==> config.mk <==
export PLATFORM = sky130hd
export DESIGN_NAME = elpis_uart_rx
export DESIGN_NICKNAME = d
export VERILOG_FILES = /design/src/rtl/elpis_uart_rx.sv
export SDC_FILE = /design/constraint.sdc
export NUM_CORES = 1
export LEC_CHECK = 0
export ABC_AREA = 1
export CAP_MARGIN = 20
export CORE_MARGIN = 2
export CORE_UTILIZATION = 35
export CTS_CLUSTER_DIAMETER = 80
export DETAILED_ROUTE_END_ITERATION = 8
export GPL_ROUTABILITY_DRIVEN = 0
export GPL_TIMING_DRIVEN = 0
export PLACE_DENSITY = 0.51
export RECOVER_POWER = 50
export SLEW_MARGIN = 15
export SYNTH_ARGS = -nofsm -noshare
export SYNTH_HDL_FRONTEND = slang
export SYNTH_SLANG_ARGS = --single-unit
==> constraint.sdc <==
create_clock -name clock -period 5.7 [get_ports clock]
set_clock_uncertainty 0.1 [all_clocks]
set_input_delay 0.855 -clock clock [delete_from_list [all_inputs] [get_ports clock]]
set_output_delay 0.855 -clock clock [all_outputs]
set_load 0.02 [all_outputs]
==> src/rtl/elpis_uart_rx.sv <==
// elpis_uart_rx: parametrised UART receiver with a first-word-fall-through
// receive FIFO and sticky framing / parity / overflow error flags.
//
// Ports:
//   clock      in   system clock, rising edge
//   resetb     in   asynchronous active-low reset
//   ser_rx     in   serial input, idle high, asynchronous to clock
//   rd_en      in   pop strobe (ignored when the FIFO is empty)
//   rd_data    out  head-of-FIFO character, valid while rd_valid
//   rd_valid   out  FIFO not empty
//   fifo_count out  occupied FIFO entries
//   frame_err  out  sticky: a stop bit was sampled low
//   parity_err out  sticky: parity mismatch on an otherwise good frame
//   overflow   out  sticky: character arrived while the FIFO was full
//   clear_err  in   clears the three sticky flags
module elpis_uart_rx #(
    parameter int CLKS_PER_BIT = 4167,
    parameter int DATA_BITS    = 8,
    parameter int PARITY       = 0,
    parameter int STOP_BITS    = 1,
    parameter int FIFO_DEPTH   = 16
) (
    input  logic                          clock,
    input  logic                          resetb,
    input  logic                          ser_rx,
    input  logic                          rd_en,
    output logic [DATA_BITS-1:0]          rd_data,
    output logic                          rd_valid,
    output logic [$clog2(FIFO_DEPTH):0]   fifo_count,
    output logic                          frame_err,
    output logic                          parity_err,
    output logic                          overflow,
    input  logic                          clear_err
);

    localparam int CW = $clog2(CLKS_PER_BIT);
    localparam int AW = $clog2(FIFO_DEPTH);

    localparam logic [CW-1:0] BIT_LAST  = CW'(CLKS_PER_BIT - 1);
    localparam logic [CW-1:0] HALF_LAST = CW'(CLKS_PER_BIT / 2 - 1);
    localparam logic [CW-1:0] CNT_ONE   = CW'(1);
    localparam logic [3:0]    DATA_LAST = 4'(DATA_BITS - 1);
    localparam logic [3:0]    STOP_LAST = 4'(STOP_BITS - 1);
    localparam logic [AW-1:0] PTR_ONE   = AW'(1);
    localparam logic [AW:0]   DEPTH     = (AW + 1)'(FIFO_DEPTH);
    localparam logic [AW:0]   COUNT_ONE = (AW + 1)'(1);
    localparam logic          PAR_ODD   = (PARITY == 1) ? 1'b1 : 1'b0;

    typedef enum logic [2:0] {
        ST_IDLE   = 3'd0,
        ST_START  = 3'd1,
        ST_DATA   = 3'd2,
        ST_PARITY = 3'd3,
        ST_STOP   = 3'd4,
        ST_BREAK  = 3'd5
    } state_t;

    // Parity bit the transmitter should have sent for a given character.
    function automatic logic expected_parity(input logic [DATA_BITS-1:0] d,
                                             input logic odd);
        return odd ? ~(^d) : (^d);
    endfunction

    logic                 sync1_r;
    logic                 rx_sync_r;
    state_t               state_r;
    logic [CW-1:0]        cnt_r;
    logic [3:0]           idx_r;
    logic [DATA_BITS-1:0] shift_r;
    logic                 bad_par_r;

    logic [DATA_BITS-1:0] mem_r [FIFO_DEPTH];
    logic [AW-1:0]        rd_ptr_r;
    logic [AW-1:0]        wr_ptr_r;
    logic [AW:0]          count_r;
    logic [DATA_BITS-1:0] rd_data_r;
    logic                 rd_valid_r;
    logic                 frame_err_r;
    logic                 parity_err_r;
    logic                 overflow_r;

    logic                 bit_done_s;
    logic                 push_s;
    logic                 frame_ev_s;
    logic                 parity_ev_s;
    logic                 pop_s;
    logic                 full_s;
    logic                 wr_s;
    logic                 overflow_ev_s;
    logic [AW-1:0]        rd_ptr_nx_s;
    logic [AW:0]          count_nx_s;
    logic [DATA_BITS-1:0] head_nx_s;

    // Two-flop synchroniser; idles high so reset never looks like a start bit.
    always_ff @(posedge clock or negedge resetb) begin
        if (!resetb) begin
            sync1_r   <= 1'b1;
            rx_sync_r <= 1'b1;
        end else begin
            sync1_r   <= ser_rx;
            rx_sync_r <= sync1_r;
        end
    end

    assign bit_done_s = (cnt_r == BIT_LAST);

    // Stop-bit outcome decode: push, frame error or parity error.
    always_comb begin
        push_s      = 1'b0;
        frame_ev_s  = 1'b0;
        parity_ev_s = 1'b0;
        if ((state_r == ST_STOP) && bit_done_s) begin
            if (!rx_sync_r) begin
                frame_ev_s = 1'b1;
            end else if (idx_r == STOP_LAST) begin
                if (bad_par_r) begin
                    parity_ev_s = 1'b1;
                end else begin
                    push_s = 1'b1;
                end
            end else begin
                push_s = 1'b0;
            end
        end else begin
            push_s = 1'b0;
        end
    end

    // Receive FSM: start validation, data shift, parity check, stop bits, break wait.
    always_ff @(posedge clock or negedge resetb) begin
        if (!resetb) begin
            state_r   <= ST_IDLE;
            cnt_r     <= {CW{1'b0}};
            idx_r     <= 4'd0;
            shift_r   <= {DATA_BITS{1'b0}};
            bad_par_r <= 1'b0;
        end else begin
            case (state_r)
                ST_IDLE: begin
                    cnt_r     <= {CW{1'b0}};
                    idx_r     <= 4'd0;
                    bad_par_r <= 1'b0;
                    state_r   <= rx_sync_r ? ST_IDLE : ST_START;
                end
                ST_START: begin
                    // Mid start bit: a high line here was only a glitch.
                    if (cnt_r == HALF_LAST) begin
                        cnt_r   <= {CW{1'b0}};
                        state_r <= rx_sync_r ? ST_IDLE : ST_DATA;
                    end else begin
                        cnt_r <= cnt_r + CNT_ONE;
                    end
                end
                ST_DATA: begin
                    if (bit_done_s) begin
                        cnt_r   <= {CW{1'b0}};
                        shift_r <= {rx_sync_r, shift_r[DATA_BITS-1:1]};
                        if (idx_r == DATA_LAST) begin
                            idx_r   <= 4'd0;
                            state_r <= (PARITY != 0) ? ST_PARITY : ST_STOP;
                        end else begin
                            idx_r <= idx_r + 4'd1;
                        end
                    end else begin
                        cnt_r <= cnt_r + CNT_ONE;
                    end
                end
                ST_PARITY: begin
                    if (bit_done_s) begin
                        cnt_r     <= {CW{1'b0}};
                        bad_par_r <= (rx_sync_r != expected_parity(shift_r, PAR_ODD));
                        state_r   <= ST_STOP;
                    end else begin
                        cnt_r <= cnt_r + CNT_ONE;
                    end
                end
                ST_STOP: begin
                    if (bit_done_s) begin
                        cnt_r <= {CW{1'b0}};
                        if (!rx_sync_r) begin
                            state_r <= ST_BREAK;
                        end else if (idx_r == STOP_LAST) begin
                            state_r <= ST_IDLE;
                        end else begin
                            idx_r <= idx_r + 4'd1;
                        end
                    end else begin
                        cnt_r <= cnt_r + CNT_ONE;
                    end
                end
                ST_BREAK: begin
                    // A held-low line reports one frame error, not a stream of them.
                    state_r <= rx_sync_r ? ST_IDLE : ST_BREAK;
                end
                default: begin
                    state_r <= ST_IDLE;
                end
            endcase
        end
    end

    assign pop_s         = rd_en && (count_r != {(AW + 1){1'b0}});
    assign full_s        = (count_r == DEPTH);
    assign wr_s          = push_s && (!full_s || pop_s);
    assign overflow_ev_s = push_s && full_s && !pop_s;
    assign rd_ptr_nx_s   = pop_s ? (rd_ptr_r + PTR_ONE) : rd_ptr_r;

    // Next occupancy and next head; the head bypasses memory when it is the slot being written.
    always_comb begin
        count_nx_s = count_r;
        head_nx_s  = mem_r[rd_ptr_nx_s];
        case ({wr_s, pop_s})
            2'b10:   count_nx_s = count_r + COUNT_ONE;
            2'b01:   count_nx_s = count_r - COUNT_ONE;
            default: count_nx_s = count_r;
        endcase
        if (wr_s && (rd_ptr_nx_s == wr_ptr_r)) begin
            head_nx_s = shift_r;
        end else begin
            head_nx_s = mem_r[rd_ptr_nx_s];
        end
    end

    // FIFO storage, pointers and registered head/valid/count.
    always_ff @(posedge clock or negedge resetb) begin
        if (!resetb) begin
            for (int i = 0; i < FIFO_DEPTH; i++) begin
                mem_r[i] <= {DATA_BITS{1'b0}};
            end
            rd_ptr_r   <= {AW{1'b0}};
            wr_ptr_r   <= {AW{1'b0}};
            count_r    <= {(AW + 1){1'b0}};
            rd_data_r  <= {DATA_BITS{1'b0}};
            rd_valid_r <= 1'b0;
        end else begin
            if (wr_s) begin
                mem_r[wr_ptr_r] <= shift_r;
                wr_ptr_r        <= wr_ptr_r + PTR_ONE;
            end
            rd_ptr_r   <= rd_ptr_nx_s;
            count_r    <= count_nx_s;
            rd_data_r  <= head_nx_s;
            rd_valid_r <= (count_nx_s != {(AW + 1){1'b0}});
        end
    end

    // Sticky error flags; a fresh event outranks clear_err in the same cycle.
    always_ff @(posedge clock or negedge resetb) begin
        if (!resetb) begin
            frame_err_r  <= 1'b0;
            parity_err_r <= 1'b0;
            overflow_r   <= 1'b0;
        end else begin
            frame_err_r  <= frame_ev_s    | (frame_err_r  & ~clear_err);
            parity_err_r <= parity_ev_s   | (parity_err_r & ~clear_err);
            overflow_r   <= overflow_ev_s | (overflow_r   & ~clear_err);
        end
    end

    assign rd_data    = rd_data_r;
    assign rd_valid   = rd_valid_r;
    assign fifo_count = count_r;
    assign frame_err  = frame_err_r;
    assign parity_err = parity_err_r;
    assign overflow   = overflow_r;

endmodule

==> results.sh <==
export IMPL_power_leakage_nw=4.82
export IMPL_firstDrtPassIters=5
export IMPL_io_pins=22
export IMPL_pwr_density_cell_nw_per_um2=235
export IMPL_dieArea_sq_um=28900
export IMPL_area_growth_syn_to_layout_pct=13.2
export IMPL_hold_viol_final=0
export IMPL_switching_share=0.240
export IMPL_arrival_ns=3.11
export IMPL_startpoint_type="primary input"
export IMPL_core_area_sq_um=27000
export IMPL_dieWidth_um=170
export IMPL_cts_root_buf="clkbuf_16"
export IMPL_clk_latency_ns=0.45
export IMPL_maxSlewHeadroom=-1.11
export IMPL_start_util=0.357
export IMPL_cp_cell_sequence="clkbuf_1"
export IMPL_h_tree_depth=4
export IMPL_drt_iter0_markers=787
export IMPL_critPathKind="in -> async"
export IMPL_switchingPower_uw=615
export IMPL_cts_setup_buffers=0
export IMPL_synth_cells=1174
export IMPL_yosysTopAreaCellShare=0.472
export IMPL_clkTransAtPathRegs_ns=0.08
export IMPL_ant_nets=0
export IMPL_drive_above_1_share=0.0830
export IMPL_post_dp_hpwl_mm=21.1
export IMPL_antenna_found_initial=0
export IMPL_wl_per_cell_um=18.9
export IMPL_endpoint_kind="asynchronous set/reset pin"
export IMPL_fin_crit_sh=0.589
export IMPL_synthDistinctLibCells=38
export IMPL_final_nets=1234
export IMPL_ys_warn_count=0
export IMPL_synthTopCellsByArea="dfrtp_1 (47%), nand2_1 (11%), nand3_1 (9.1%)"
export IMPL_synth_common_cells="nand2_1 (282), dfrtp_1 (182), nand3_1 (176)"
export IMPL_finalSetupViolCount=0
export IMPL_total_power_mw=2.56
export IMPL_cp_slowest_cell="clkbuf_1"
export IMPL_grt_overflow=0
export IMPL_tritoncts="done"
export IMPL_clock_sinks=184
export IMPL_rsz0062_at_grt="false"
export IMPL_yosys_area_top_type="dfrtp_1"
export IMPL_regArea_sq_um=4610
export IMPL_cts_resized=0
export IMPL_peakVddDrop_uv=192
export IMPL_hp_class="reg -> reg"
export IMPL_status="finished, violations left"
export IMPL_final_area_sq_um=10900
export IMPL_synth_most_common_cell="nand2_1"
export IMPL_grt_max_degree=70
export IMPL_hold_buffers=0
export IMPL_violations="capacitance limit, slew limit"
export IMPL_multi_input_area_sq_um=4120
export IMPL_path_max_fanout=55
export IMPL_postPlaceCellArea_sq_um=10400
export IMPL_fillers=2821
export IMPL_worstPathRequired_ns=5.45
export IMPL_async_flop_share=1.00
export IMPL_syn_area_per_cell_sq_um=8.22
export IMPL_grt_pass1_vias=7874
export IMPL_final_max_slew_viol_count=54
export IMPL_critPathTopFamily="buffers and inverters"
export IMPL_cts_made_buffers=17
export IMPL_synth_seq_cells=184
export IMPL_synthesis_nets=1192
export IMPL_io_buffers=21
export IMPL_drc_errors=0
export IMPL_drv_cap=1
export IMPL_period_needed_ns=3.36
export IMPL_seq_area_frac_synth=0.477
export IMPL_routed_via_density=5.19
export IMPL_synthFlopType="dfrtp_1"
export IMPL_netlist_area_sq_um=9650
export IMPL_die_y_um=170
export IMPL_power_share_combinational=0.015
export IMPL_synth_edf_count=0
export IMPL_critPathBufInv=1
export IMPL_n_antenna_cell=0
export IMPL_cts_buffer_depth=2
export IMPL_clockPowerShare=0.476
export IMPL_p_int_mw=1.95
export IMPL_tightest_slew_ns=3.16
export IMPL_vias=8156
export IMPL_critPathMaxStageDelay_ns=2.19
export IMPL_seqPwrFrac=0.509
export IMPL_fmax_mhz=298
export IMPL_grt_usage=0.215
export IMPL_routed_wl_mm=29.6
export IMPL_num_rows=60
export IMPL_grt_first_pass_wirelength_mm=46.4
-- through the flow --
step	std cells	setup TNS, ns	utilization	setup slack, ns	hold WS [ns]
floorplan	1174	0	-	3.19	0.245
global placement	1536	-822.18	0.381	-4.51	0.257
detailed placement	1538	0	0.383	2.20	0.247
CTS	1570	0	0.405	2.67	0.227
global route	1570	0	0.404	1.61	0.284
finish	1570	0	0.404	2.34	0.269
-- final timing paths --
| check | startpoint | endpoint | slack, ns | depth (start not counted) |
|---|---|---|---|---|
| setup / recovery | resetb | mem_r[97] | 2.34 | 1 |
| hold / removal | sync1_r | rx_sync_r | 0.27 | 0 |
| setup reg to reg | cnt_r[0] | rd_valid | 2.70 | 17 |
| hold reg to reg | sync1_r | rx_sync_r | 0.27 | 0 |
| max in group clock | rd_en | rd_data[2] | 2.59 | 12 |
| min in group asynchronous | resetb | idx_r[0] | 1.35 | 1 |
-- layout by cell type, fill, tap and decap left out, types with 4 or more instances in the layout --
cell type        instances
o21ai_1                 88
nand3_1                176
nand4_2                  6
nand3b_1                33
buf_2                   17
xnor2_1                  8
nor3_1                   4
xor2_1                  15
clkbuf_1                27
clkbuf_16               17
o22ai_1                 10
inv_6                    4
inv_2                    4
nor2_1                  22
nand2_1                282
ha_1                    12
o21ai_0                 70
buf_4                    6
clkdlybuf4s50_1         19
buf_1                    4
nand4_4                 11
a21oi_1                  7
nor4_1                   4
inv_1                  144
buf_6                    7
nand4_1                 15
dfrtp_1                182
-- sequential cells by signal, indices dropped and copies added, names as in the netlist --
name and cells:
sync1_r 1, rd_data 8, shift_r 8, bad_par_r 1, rx_sync_r 1, idx_r 4
wr_ptr_r 4, fifo_count 5, mem_r 128, frame_err 1, parity_err 1, state_r 3
overflow 1, rd_valid 1, cnt_r 13, rd_ptr_r 4
-- power groups by stage --
| stage | combinational (mW) | sequential, mW | clock, mW |
|---|---|---|---|
| after floorplan | 0.00273 | 1.33 | 0 |
| after global placement | 0.0350 | 1.33 | 0 |
| after detailed placement | 0.0403 | 1.33 | 0 |
| after CTS | 0.0404 | 1.31 | 1.25 |
| after global routing | 0.0441 | 1.31 | 1.31 |
| final | 0.0372 | 1.31 | 1.22 |
-- kinds of logic after synthesis --
group / share of synthesized area
buffers and inverters: 0.0946
AOI/OAI and AO/OA: 0.0980
adders and majority gates: 0.0176
and+or+nand+nor: 0.292
DFF: 0.477
xor gates and xnor gates: 0.0209
-- area by class of cell --
type                    count  area share
well taps                 341      0.0390
inverters                 152      0.0527
plain buffers              60      0.0309
flip-flops and latches    184       0.422
repair buffers             23      0.0237
multi-input cells         778       0.377
clock inverters            13      0.0142
clock buffers              19      0.0405
-- per-layer routing --
metal | share of wire | GRT usage
met5 | 0 | 0
met4 | 0.026 | 0.0706
met2 | 0.46 | 0.337
met1 | 0.45 | 0.302
met3 | 0.058 | 0.0386
Note: power is estimated with default switching activity, not from simulation.
